--- src/rtl/alu_mul_seq.sv ---
// Shift-and-add multiplier sequencer that drives the shared registered adder.
// Define MUL_SIGNED_EN for two's-complement operands (sign-magnitude handling).
module alu_mul_seq #(
  parameter int WIDTH = 8
) (
  input  logic                 clk,
  input  logic                 rst,
  input  logic                 start,
  input  logic [WIDTH-1:0]     op_a,
  input  logic [WIDTH-1:0]     op_b,
  output logic                 busy,
  output logic                 done,
  output logic [2*WIDTH-1:0]   product,
  output logic [WIDTH-1:0]     add_a,
  output logic [WIDTH-1:0]     add_b,
  output logic                 add_cin,
  input  logic [WIDTH:0]       add_sum
);

  // state | meaning
  // IDLE  | waiting for start; product held
  // ISSUE | operands presented to the adder
  // ACCUM | adder result captured, {ACC,Q} shifted right
  // DONE  | final {ACC,Q} moved to product; done pulses in the next cycle
  typedef enum logic [1:0] {IDLE, ISSUE, ACCUM, DONE} state_t;

  localparam int CW = (WIDTH > 1) ? $clog2(WIDTH) : 1;
  localparam logic [CW-1:0] CNT_LAST = CW'(WIDTH - 1);

  state_t               state, state_nxt;
  logic [WIDTH-1:0]     m_reg, acc, q_reg;
  logic [CW-1:0]        cnt;
  logic                 accept;
  logic [WIDTH-1:0]     load_a, load_b;
  logic [2*WIDTH-1:0]   final_val;

  // The done cycle still counts as busy, so a start there is dropped.
  assign accept  = (state == IDLE) && start && !done;
  assign busy    = (state != IDLE) || done;
  assign add_cin = 1'b0;

`ifdef MUL_SIGNED_EN
  logic neg;
  assign load_a    = op_a[WIDTH-1] ? -op_a : op_a;
  assign load_b    = op_b[WIDTH-1] ? -op_b : op_b;
  assign final_val = neg ? -{acc, q_reg} : {acc, q_reg};

  always_ff @(posedge clk or negedge rst) begin
    if (!rst)        neg <= 1'b0;
    else if (accept) neg <= op_a[WIDTH-1] ^ op_b[WIDTH-1];
  end
`else
  assign load_a    = op_a;
  assign load_b    = op_b;
  assign final_val = {acc, q_reg};
`endif

  always_ff @(posedge clk or negedge rst) begin
    if (!rst) state <= IDLE;
    else      state <= state_nxt;
  end

  always_comb begin
    state_nxt = state;
    add_a     = '0;
    add_b     = '0;
    case (state)
      IDLE:    if (accept) state_nxt = ISSUE;
      ISSUE:   state_nxt = ACCUM;
      ACCUM:   state_nxt = (cnt == CNT_LAST) ? DONE : ISSUE;
      DONE:    state_nxt = IDLE;
      default: state_nxt = IDLE;
    endcase
    if (state == ISSUE || state == ACCUM) begin
      add_a = acc;
      add_b = q_reg[0] ? m_reg : '0;
    end
  end

  always_ff @(posedge clk or negedge rst) begin
    if (!rst) begin
      m_reg   <= '0;
      acc     <= '0;
      q_reg   <= '0;
      cnt     <= '0;
      product <= '0;
      done    <= 1'b0;
    end else begin
      done <= (state == DONE);
      case (state)
        IDLE: begin
          if (accept) begin
            m_reg <= load_a;
            q_reg <= load_b;
            acc   <= '0;
            cnt   <= '0;
          end
        end
        ACCUM: begin
          // Carry-out lands in the ACC MSB; adder LSB shifts into Q.
          acc   <= add_sum[WIDTH:1];
          q_reg <= {add_sum[0], q_reg[WIDTH-1:1]};
          if (cnt != CNT_LAST) cnt <= cnt + 1'b1;
        end
        DONE:    product <= final_val;
        default: ;
      endcase
    end
  end

endmodule

--- config.mk ---
export PLATFORM = sky130hd
export DESIGN_NAME = alu_mul_seq
export DESIGN_NICKNAME = d
export VERILOG_FILES = /design/src/rtl/alu_mul_seq.sv
export SDC_FILE = /design/constraint.sdc
export NUM_CORES = 1
export LEC_CHECK = 0
export CAP_MARGIN = 20
export CORE_ASPECT_RATIO = 0.75
export CORE_MARGIN = 4
export CORE_UTILIZATION = 50
export CTS_CLUSTER_SIZE = 16
export DETAILED_ROUTE_END_ITERATION = 16
export PLACE_DENSITY = 0.91
export SYNTH_ARGS = -nofsm -noshare
export SYNTH_HDL_FRONTEND = slang
export SYNTH_SLANG_ARGS = --single-unit
--- constraint.sdc ---
create_clock -name clk -period 4.5 [get_ports clk]
set_input_delay 0.45 -clock clk [delete_from_list [all_inputs] [get_ports clk]]
set_output_delay 0.45 -clock clk [all_outputs]
set_load 0.02 [all_outputs]
=== Word-level counts from Yosys, hierarchy flattened ===
Cells that the tools add are included.

* Register bits: 46
* Input port bits: 28
* Output and inout port bits: 35
* Logic and storage cells: 39

* Add/subtract/negate cells: 1
* Equal/unequal tests: 7
* Muxes and demuxes: 13
* Reductions and logical operators: 11

{| class="wikitable"
|+ Operators by type and width
! operator !! number
|-
| 8-bit 2-to-1 mux || 5
|-
| 8-bit one-hot mux with 2 select lines || 2
|-
| 2-bit one-hot mux with 4 select lines || 1
|-
| 3-bit 2-to-1 mux || 2
|-
| 3-bit one-hot mux with 2 select lines || 1
|-
| 2-bit == test (second input constant) || 2
|-
| 2-bit 2-to-1 mux || 2
|-
| 2-bit AND reduction || 2
|-
| 2-bit nonzero test || 2
|-
| 3-bit by 1-bit adder with 3-bit output (second input constant) || 1
|-
| 3-bit == test (second input constant) || 1
|-
| 3-bit inequality test (second input constant) || 1
|-
| 3-bit AND reduction || 1
|-
| 2-bit by 1-bit == test with 1-bit output (second input constant) || 1
|-
| 1-bit logical AND || 2
|-
| 2-bit zero test || 1
|-
| 1-bit logical OR || 2
|-
| 2-bit by 1-bit inequality test with 1-bit output (second input constant) || 1
|-
| 2-bit inequality test (second input constant) || 1
|-
| 1-bit zero test || 1
|}

=== Depth between registers and ports, before layout ===
* Word-level depth: 5
* Depth in mapped cells: 7
* Depth with buffers taken out: 5

=== Least setup slack after synthesis ===
No wires, ideal clock.

* Path type: reg-to-output
* Start point: register state[0]
* End point: output add_b[5]
* Arrival: 1.245 ns
* Data required time: 4.050 ns
* Setup slack: 2.805 ns
* Cell stages (with the launch flop): 5
* Buffers on the path: 1
* Cells stage by stage: dfrtp_1 inv_1 ha_1 clkbuf_1 and3_1

* Longest elaborated chain between the ends: 3
* Elaborated cells between the ends (all ways): 4
* Those cells by class: eq/ne: 2; mux: 1; reduce/logical: 1

{| class="wikitable"
|+ RTL lines
! element !! RTL line !! RTL
|-
| start: declaration || 30 || <nowiki>state_t state, state_nxt;</nowiki>
|-
| start signal: assignment || 60 || <nowiki>else state <= state_nxt;</nowiki>
|-
| 2-bit by 1-bit == test with 1-bit output or 2-bit == test (tied branches) || 74 || <nowiki>if (state == ISSUE || state == ACCUM) begin</nowiki>
|-
| 1-bit logical OR * || 74 ||
|-
| 8-bit 2-to-1 mux * || 74 ||
|-
| end: declaration || 15 || <nowiki>output logic [WIDTH-1:0] add_b,</nowiki>
|}

Mark *: on every way between the ends. The rest lies on a longest branch, timed or not.

=== Final worst setup path ===
* Start point: register state[0]
* End point: output add_b[0]

The elaborated chain is that of the path after synthesis.

==> flow_metrics.tcl <==
set metrics [dict create \
    antenna_found_initial 0 \
    switching_share_pct 37.0 \
    cts-root-buf "clkbuf_8" \
    die_area_um2 5300 \
    wl_met1_um 2060 \
    gp_congestion 0.739 \
    worst-path-max-fanout 16 \
    final_antenna_net_count 0 \
    crit_type "register to primary output" \
    dp_cells 260 \
    syn_avg_cell_area_um2 13.9 \
    synth_seq_cells 46 \
    cts_resized 0 \
    p_clk_share_pct 12.6 \
    yosysTopAreaCell "dfrtp_1" \
    wl_met2_um 1830 \
    met3_length_um 289 \
    timing.rr.end "q_reg[6]" \
    ir_worst_vdd_uv 363 \
    reg2reg_slack_ps 2360 \
    grt_max_degree 47 \
    p_leak_nw 1.24 \
    ys.flop_type "dfrtp_1" \
    drc 0 \
    synth_area_um2 2090 \
    final-setup-viol-count 0 \
    rows 20 \
    syn_inst 151 \
    rr_startpoint "state[0]" \
    p_per_area_nw_per_um2 726 \
    drtPass1Iterations 4 \
    drv_cap 0 \
    hold_violations 0 \
    layout.cells.non_filler 269 \
    grt_first_pass_wirelength_um 7380 \
    skew_ps 7.97 \
    ys_seq_area_share_pct 55.0 \
    tightest_slew_ps 858 \
    p_int_mw 1.29 \
    clock_latency_ps 300 \
    ys_top_cells_by_count "46 x dfrtp_1, 39 x mux2_2, 10 x and2_1" \
    top_layer "met4" \
    final_core_util_pct 69.8 \
    grt_use_total_pct 18.4 \
    drive_above_1_share_pct 26.2 \
    die_h_um 64.0 \
    h-tree-depth 2 \
    regMostFlops "product" \
    vias 1363 \
    avgViaCountPerCell 5.07 \
    async_reset_ff_share_pct 100 \
    cts_buffers 5 \
    fin_tns_setup_ps 0 \
    period_share_pct 56.9 \
    clk_pin_slew_ps 80 \
    rsz0062_at_grt "false" \
    clock_sinks 46 \
    grt.overflow.total 0 \
    crit_path_end_kind "primary output" \
    period_minus_slack_ps 2560 \
    yosysMostFrequentCell "dfrtp_1" \
    hold_buffers 0 \
    synth_edf_count 0 \
    start_util_pct 51.6 \
    grt_pass1_vias 1517 \
    synth_warnings 0 \
    cp_data_required_time_ps 4050 \
    reg2reg_depth 5 \
    max_freq_ghz 0.390 \
    wire_per_inst_um 15.6 \
    drt_iter0_drc 25 \
    antenna_cells 0 \
    cts.path.max_buffers 2 \
    arrival_ps 2110 \
    crit_path_end "add_b[0]" \
    syn_nets 185 \
    hpwl_um 2980 \
    fp.dieW_um 82.7 \
    synth_area_leaders "dfrtp_1 55%, mux2_2 21%, ha_1 3.6%" \
    drt-total-wl_um 4210 \
    final_nets 247 \
    io_pins 63 \
    post-cts-setup-buffers 0 \
    startpoint "state[0]" \
    synthDistinctLibCells 28 \
    port-buffer-count 61 \
    relSlewSlack_pct 42.8 \
    worstSetupStartpointType "register" \
    p_comb_share_pct 52.1 \
    core_area_um2 4050 \
    outcome "completed" \
    seqPwrFrac_pct 35.3 \
    cts_tree "built" \
    synthDominantCellAreaShare_pct 55.0 \
    drv_slew 0 \
    worstHoldPathType "input port to async pin" \
    switching_power_uw 761 \
    syn_to_final_growth_pct 35.3 \
    largest_reg_flops 16 \
]
power groups by stage:
stage / registers [mW] / logic, mW / clock network, mW
2_1_floorplan: 0.786 / 0.614 / 0
3_3_place_gp: 0.724 / 1.06 / 0
3_5_place_dp: 0.730 / 1.08 / 0
4_1_cts: 0.725 / 1.08 / 0.262
5_1_grt: 0.757 / 1.16 / 0.282
6_report: 0.725 / 1.07 / 0.259
critical path, cell delays in order, from the launching register on:
cell and delay, ps:
dfrtp_1 390, inv_1 90, ha_1 520, and3_1 220, clkdlybuf4s50_1 600
metal layers:
| layer | vias up | track usage [%] |
|---|---|---|
| met5 | - | 0 |
| met4 | 0 | 3.06 |
| met3 | 5 | 6.06 |
| met2 | 50 | 28.1 |
| met1 | 659 | 25.9 |
| li1 | 649 | - |
worst min path at each step:
| stage | from | end | cells past startpoint |
|---|---|---|---|
| 5_1_grt | rst | m_reg[1] | 1 |
| 2_1_floorplan | rst | acc[0] | 0 |
| 3_5_place_dp | m_reg[1] | m_reg[1] | 1 |
| 3_3_place_gp | m_reg[1] | m_reg[1] | 1 |
| 6_report | rst | m_reg[6] | 1 |
| 4_1_cts | rst | product[3] | 1 |
kinds of logic after synthesis:
group / count (synthesis) / share of synthesized area [%]
compound gates: 15 / 6.69
mux: 43 / 23.0
simple gates: 28 / 8.19
other cells: 1 / 0.179
fa+ha+maj: 6 / 3.59
buf+inv: 12 / 3.35
flops: 46 / 55.0
through the flow:
| stage | total power [mW] | instance area, µm² | setup slack (ps) | hold WS, ps |
|---|---|---|---|---|
| after floorplan | 1.40 | 2090 | 2800 | 154 |
| after global placement | 1.78 | 2720 | 2250 | 484 |
| after detailed placement | 1.81 | 2720 | 2240 | 488 |
| after CTS | 2.07 | 2810 | 1910 | 362 |
| after global routing | 2.20 | 2830 | 1730 | 1.67 |
| final | 2.06 | 2830 | 1940 | 6.28 |
final cells by class:
cell class / instances / area [µm²]
clock buffers: 6 / 82.6
clock inverters: 2 / 12.5
fillers: 327 / 1220
inverters: 5 / 18.8
multi-input cells: 93 / 872
flip-flops and latches: 46 / 1150
well taps: 55 / 68.8
repair buffers: 62 / 626
cell usage in the layout, fill, tap and decap left out, types with 2 or more instances in the layout:
cell type and n:
a22o_1 8, and2_1 10, and3_1 8, clkbuf_8 6, clkdlybuf4s50_1 60, dfrtp_1 46
ha_1 6, inv_1 4, mux2_1 2, mux2_2 39, mux2i_1 2, nand2_1 3
nor2_1 3
Note: power is estimated with default switching activity, not from simulation.
